===== config.mk =====
export PLATFORM = sky130hd
export DESIGN_NAME = hazard3_ahbl_arb2
export DESIGN_NICKNAME = d
export VERILOG_FILES = /design/src/rtl/hazard3_ahbl_arb2.sv
export SDC_FILE = /design/constraint.sdc
export NUM_CORES = 1
export LEC_CHECK = 0
export ABC_AREA = 1
export CAP_MARGIN = 15
export CORE_MARGIN = 1
export CORE_UTILIZATION = 39
export CTS_CLUSTER_DIAMETER = 40
export CTS_CLUSTER_SIZE = 25
export DETAILED_ROUTE_END_ITERATION = 10
export PLACE_DENSITY_LB_ADDON = 0.12
export SLEW_MARGIN = 10
export SYNTH_ARGS = -nofsm -noshare
export SYNTH_HDL_FRONTEND = slang
export SYNTH_SLANG_ARGS = --single-unit

===== constraint.sdc =====
create_clock -name clk -period 1.8 [get_ports clk]
set_input_delay 0.36 -clock clk [delete_from_list [all_inputs] [get_ports clk]]
set_output_delay 0.36 -clock clk [all_outputs]
set_load 0.01 [all_outputs]

===== src/rtl/hazard3_ahbl_arb2.sv =====
// 2-master, 1-slave AHB-Lite arbiter. Uncontested requests pass straight
// through. A losing address phase is captured into a per-master holding buffer
// and replayed to the slave later, with the master stalled until it completes.
// m0 = load/store port, m1 = fetch port.

module hazard3_ahbl_arb2 #(
   parameter int W_ADDR         = 32,
   parameter int W_DATA         = 32,
   parameter int FIXED_PRIORITY = 1
) (
   input  logic              clk,
   input  logic              rst_n,

   input  logic [W_ADDR-1:0] m0_haddr,
   input  logic              m0_hwrite,
   input  logic [1:0]        m0_htrans,
   input  logic [2:0]        m0_hsize,
   input  logic [3:0]        m0_hprot,
   input  logic              m0_hexcl,
   input  logic [W_DATA-1:0] m0_hwdata,
   output logic              m0_hready,
   output logic              m0_hresp,
   output logic              m0_hexokay,
   output logic [W_DATA-1:0] m0_hrdata,

   input  logic [W_ADDR-1:0] m1_haddr,
   input  logic              m1_hwrite,
   input  logic [1:0]        m1_htrans,
   input  logic [2:0]        m1_hsize,
   input  logic [3:0]        m1_hprot,
   input  logic              m1_hexcl,
   input  logic [W_DATA-1:0] m1_hwdata,
   output logic              m1_hready,
   output logic              m1_hresp,
   output logic              m1_hexokay,
   output logic [W_DATA-1:0] m1_hrdata,

   output logic [W_ADDR-1:0] s_haddr,
   output logic              s_hwrite,
   output logic [1:0]        s_htrans,
   output logic [2:0]        s_hsize,
   output logic [3:0]        s_hprot,
   output logic              s_hexcl,
   output logic [W_DATA-1:0] s_hwdata,
   input  logic              s_hready,
   input  logic              s_hresp,
   input  logic              s_hexokay,
   input  logic [W_DATA-1:0] s_hrdata
);

   typedef struct packed {
      logic [W_ADDR-1:0] addr;
      logic              write;
      logic [1:0]        trans;
      logic [2:0]        size;
      logic [3:0]        prot;
      logic              excl;
   } aph_t;

   typedef enum logic [1:0] {
      DPH_NONE = 2'd0,
      DPH_M0   = 2'd1,
      DPH_M1   = 2'd2
   } dph_t;

   dph_t       dph_owner;
   logic       rr_last;
   logic [1:0] buf_vld;
   aph_t       buf_aph [2];
   aph_t       hold_aph;

   logic [1:0] hready_base;
   logic [1:0] live;
   logic [1:0] req;
   logic [1:0] gnt;
   logic [1:0] capture;
   aph_t       live_aph [2];
   aph_t       src_aph  [2];
   aph_t       gnt_aph;

   // Request sources: live bus only counts when the master sees ready; the
   // raw ready (without capture hold) is used to avoid a loop through hready.
   always_comb begin
      live_aph[0]    = '{addr: m0_haddr, write: m0_hwrite, trans: m0_htrans,
                         size: m0_hsize, prot: m0_hprot, excl: m0_hexcl};
      live_aph[1]    = '{addr: m1_haddr, write: m1_hwrite, trans: m1_htrans,
                         size: m1_hsize, prot: m1_hprot, excl: m1_hexcl};
      hready_base[0] = (dph_owner == DPH_M0) ? s_hready : !buf_vld[0];
      hready_base[1] = (dph_owner == DPH_M1) ? s_hready : !buf_vld[1];
      live[0]        = m0_htrans[1] & hready_base[0];
      live[1]        = m1_htrans[1] & hready_base[1];
      req            = buf_vld | live;
      src_aph[0]     = buf_vld[0] ? buf_aph[0] : live_aph[0];
      src_aph[1]     = buf_vld[1] ? buf_aph[1] : live_aph[1];
   end

   // Grant: only while the slave can accept a new address phase
   always_comb begin
      gnt = 2'b00;
      if (s_hready) begin
         if (req == 2'b11) begin
            if (FIXED_PRIORITY != 0 || rr_last)
               gnt = 2'b01;
            else
               gnt = 2'b10;
         end else begin
            gnt = req;
         end
      end
      capture = live & ~gnt;
   end

   // Slave address phase: granted source, else IDLE with the last address held
   always_comb begin
      gnt_aph  = gnt[1] ? src_aph[1] : src_aph[0];
      s_haddr  = hold_aph.addr;
      s_hwrite = hold_aph.write;
      s_htrans = 2'b00;
      s_hsize  = hold_aph.size;
      s_hprot  = hold_aph.prot;
      s_hexcl  = hold_aph.excl;
      if (|gnt) begin
         s_haddr  = gnt_aph.addr;
         s_hwrite = gnt_aph.write;
         s_htrans = gnt_aph.trans;
         s_hsize  = gnt_aph.size;
         s_hprot  = gnt_aph.prot;
         s_hexcl  = gnt_aph.excl;
      end
   end

   // Master-side response routing and data-phase write data mux
   always_comb begin
      m0_hready  = hready_base[0] & ~capture[0];
      m1_hready  = hready_base[1] & ~capture[1];
      m0_hresp   = (dph_owner == DPH_M0) & s_hresp;
      m1_hresp   = (dph_owner == DPH_M1) & s_hresp;
      m0_hexokay = (dph_owner == DPH_M0) & s_hexokay;
      m1_hexokay = (dph_owner == DPH_M1) & s_hexokay;
      m0_hrdata  = s_hrdata;
      m1_hrdata  = s_hrdata;
      case (dph_owner)
         DPH_M0:  s_hwdata = m0_hwdata;
         DPH_M1:  s_hwdata = m1_hwdata;
         default: s_hwdata = '0;
      endcase
   end

   // Holding buffers: capture a losing live request, drop it once replayed
   always_ff @(posedge clk or negedge rst_n) begin
      if (!rst_n) begin
         buf_vld <= 2'b00;
         for (int n = 0; n < 2; n++) buf_aph[n] <= '0;
      end else begin
         for (int n = 0; n < 2; n++) begin
            if (capture[n]) begin
               buf_vld[n] <= 1'b1;
               buf_aph[n] <= live_aph[n];
            end else if (gnt[n]) begin
               buf_vld[n] <= 1'b0;
            end
         end
      end
   end

   // Arbitration state: data-phase owner, round-robin pointer, held address
   always_ff @(posedge clk or negedge rst_n) begin
      if (!rst_n) begin
         dph_owner <= DPH_NONE;
         rr_last   <= 1'b1;
         hold_aph  <= '0;
      end else begin
         if (s_hready) begin
            if (gnt[0])      dph_owner <= DPH_M0;
            else if (gnt[1]) dph_owner <= DPH_M1;
            else             dph_owner <= DPH_NONE;
         end
         if (|gnt) begin
            rr_last  <= gnt[1];
            hold_aph <= gnt_aph;
         end
      end
   end

endmodule


==> impl_results.md <==
* Finished Layout Cells at 1713
* Setup CP Type: flop to output pin
* Mapped cell area at 7860 µm²
* Maximum clock insertion buffer count at 2
* Grt total ovfl at 0
* Met1 Use GR at 32.9%
* Die Width at 144 µm
* Global-route wire length before repair at roughly 42 mm
* List of most frequent post-synthesis cells: nand2_1 (407), dfrtp_1 (131), inv_1 (96)
* Most used routing layer: met2
* Area after DPL at 11000 µm²
* Slowest stage delay, CP at 0.39 ns
* Initial Util at between 40% and 50%
* Worst Setup Start Kind: flop
* Area Growth Syn to Fin at 72.2%
* Max VDD drop at roughly 0.74 mV
* CP Max Fanout at 5
* Final worst slack at -0.766 ns
* Crit path max-delay family: buffers and inverters
* Number of synthesized flops with an enable pin at 0
* H-tree depth at 4
* Setup TNS at -64.10 ns
* Crit path DAT at around 2.2 ns
* Vias in the first global route at about 8300
* Vias at 8494
* Yosys cell types at 22
* CTS sink cnt at 131
* Cells after DPL at 1586
* Status: finished, violations left
* Tcrit/Tclk final at 143%
* Area share of the largest cell type after synthesis at 41.7%
* Prevailing post-synth register cell: dfrtp_1
* GR Layer Usage met3 at 6.03%
* Die Y-Extent at 144 µm
* Max cap viols at 0
* Cell Rows at 51
* FFs w/ async S/R, synth at 100%
* Pin count of the biggest net entering global routing at 59
* Initial antenna violation count at 2
* Ys Warns at 0
* GR Util All Layers at 26.4%
* Hold Path Class: input port to async pin
* Worst Setup End Kind: output pin
* DRT antenna net count at 0
* Yosys top cell by area: dfrtp_1
* Fmax at 390 MHz
* Unrepaired setup endpoints after global routing: yes
* Via density at 4.96
* Required @ worst endpoint at around 1.4 ns
* Clk Latency, worst-skew pair at 0.42 ns
* Top post-synthesis cells by area: dfrtp_1 (42%), nand2_1 (19%), buf_4 (6.8%)
* Syn nets at between 1000 and 1500
* Synth Register Bits at 131
* CP Cell Sequence: inv_2 -> ha_4 -> nand2_2 -> nand3_4 -> nand2_4 -> buf_6 -> buf_12 -> buf_12 -> buf_16 -> nand3_1 -> nand2_2 -> nand2_2 -> buf_6
* WL final at 29.2 mm
* Core area at 19600 µm²
* Worst path buffer plus inverter count at 6
* Post-Place Setup Slack at -0.915 ns
* Port bufs at 235
* Synth Area per Inst at 7.02 µm²
* TritonCTS Buffers at 17
* Post-route DRC violation count at 0
* Final Setup Violations at 172
* Fin crit period at around 2.6 ns
* Worst-margin pin slew at 0.345 ns
* GP Congestion at 0.783
* CTS root buffer: clkbuf_16
* Share of layout cells above drive strength 1 at 38.3%
* Clock Pin Slew Worst Setup and Hold Paths at 0.06 ns
* Rel. slew slack at between 70% and 80%
* Post-route cell area at roughly 14000 µm²
* Initial DRC count at 450
* CTS tree: yes
* Crit path max-delay cell type: dfrtp_1
* Fin. Hold Viols at 0
* DIE AREA at ~21000 µm²
* Most frequent cell after synthesis: nand2_1
* DRT Pass-1 Iters at 5
* Wirelength per Cell at 17.0 µm
* Pwr Total at around 16 mW
* Static Leak at 6.67 nW
* Ports at between 300 and 400
* Worst path most repeated cell: nand2_2
* Nets at around 1600
* Met2 Usage GRT at between 40 and 50%
* P per Cell Area at 1210 nW/µm²
* Max Transition Viols Final at 0
* Seq/Total Area, Yosys at 41.7%
* Dpl hpwl at 16.8 mm
* Failing checks: setup timing
* Clock Skews at between 0.007 and 0.008 ns
* Post-Syn Instances at ~1100
-- sequential cells by signal, indices dropped and copies added (netlist names) --
register,flops
buf_vld,2
hold_aph,41
buf_aph,86
dph_owner,2
-- worst paths after layout --
kind	startpoint	end	slack, ns	depth (start not counted)
max in group asynchronous	rst_n	buf_aph[16]	0.78	3
worst max register to register	dph_owner[0]	hold_aph[21]	-0.59	18
worst min register to register	buf_aph[9]	buf_aph[9]	0.46	2
min in group clk	buf_aph[9]	buf_aph[9]	0.46	2
worst max-delay path	dph_owner[0]	s_haddr[2]	-0.77	13
worst min-delay path	rst_n	hold_aph[0]	0.37	2
-- metrics by stage --
stage | hold WS (ns) | util (%)
floorplan | 0.0644 | -
global placement | 0.245 | 56.0
detailed placement | 0.249 | 56.0
CTS | 0.372 | 64.1
global route | 0.390 | 69.1
finish | 0.373 | 69.1
-- where the power goes --
group	internal [mW]	leakage [nW]	switching [mW]
combinational	4.15	4.77	3.83
sequential	4.07	1.60	0.690
clock	2.31	0.300	1.39
-- layout by cell type, fill, tap and decap left out, drive strengths merged, types with 3 or more instances in the layout --
cell	instances
a21oi	77
buf	263
bufinv	4
clkbuf	32
clkdlybuf4s50	153
clkinv	7
dfrtp	131
inv	100
nand2	410
nand3	85
nor2	42
o21ai	132
or2	3
-- routing by layer --
| metal | vias up | wire length [µm] |
|---|---|---|
| met2 | 285 | 14400 |
| met5 | - | 12 |
| met1 | 4025 | 12300 |
| met4 | 2 | 828 |
| met3 | 78 | 1660 |
| li1 | 4104 | - |
-- cell type report --
cell class              count  area (µm²)
fillers                  1581        6050
multi-input cells         754        4270
repair buffers            431        4670
inverters                  99         372
clock inverters            14         186
flip-flops and latches    131        3280
diodes                      1        2.50
clock buffers              18         429
well taps                 265         332
-- cell families (layout without fill, tap and decap cells) --
| logic type | Yosys count | count (layout) | share of synthesized area (%) |
|---|---|---|---|
| adder cells (fa/ha/maj) | 2 | 2 | 0.318 |
| buffers and inverters | 237 | 562 | 16.3 |
| other | 0 | 1 | 0 |
| AND/OR/NAND/NOR | 539 | 541 | 27.4 |
| AO/OA/AOI/OAI | 211 | 211 | 14.3 |
| flip-flops | 131 | 131 | 41.7 |
-- timing repair --
| action | 4_1_cts | 5_1_grt |
|---|---|---|
| cloned | 12 | 18 |
| setup buffers | 46 | 21 |
| endpoints found under the setup margin | 102 | 169 |
| hold buffers | 1 | 0 |
| gates resized for setup | 448 | 196 |
| hold endpoints to repair | 22 | 0 |
| pin swaps | 26 | 33 |
(Power assumes the default switching activity.)
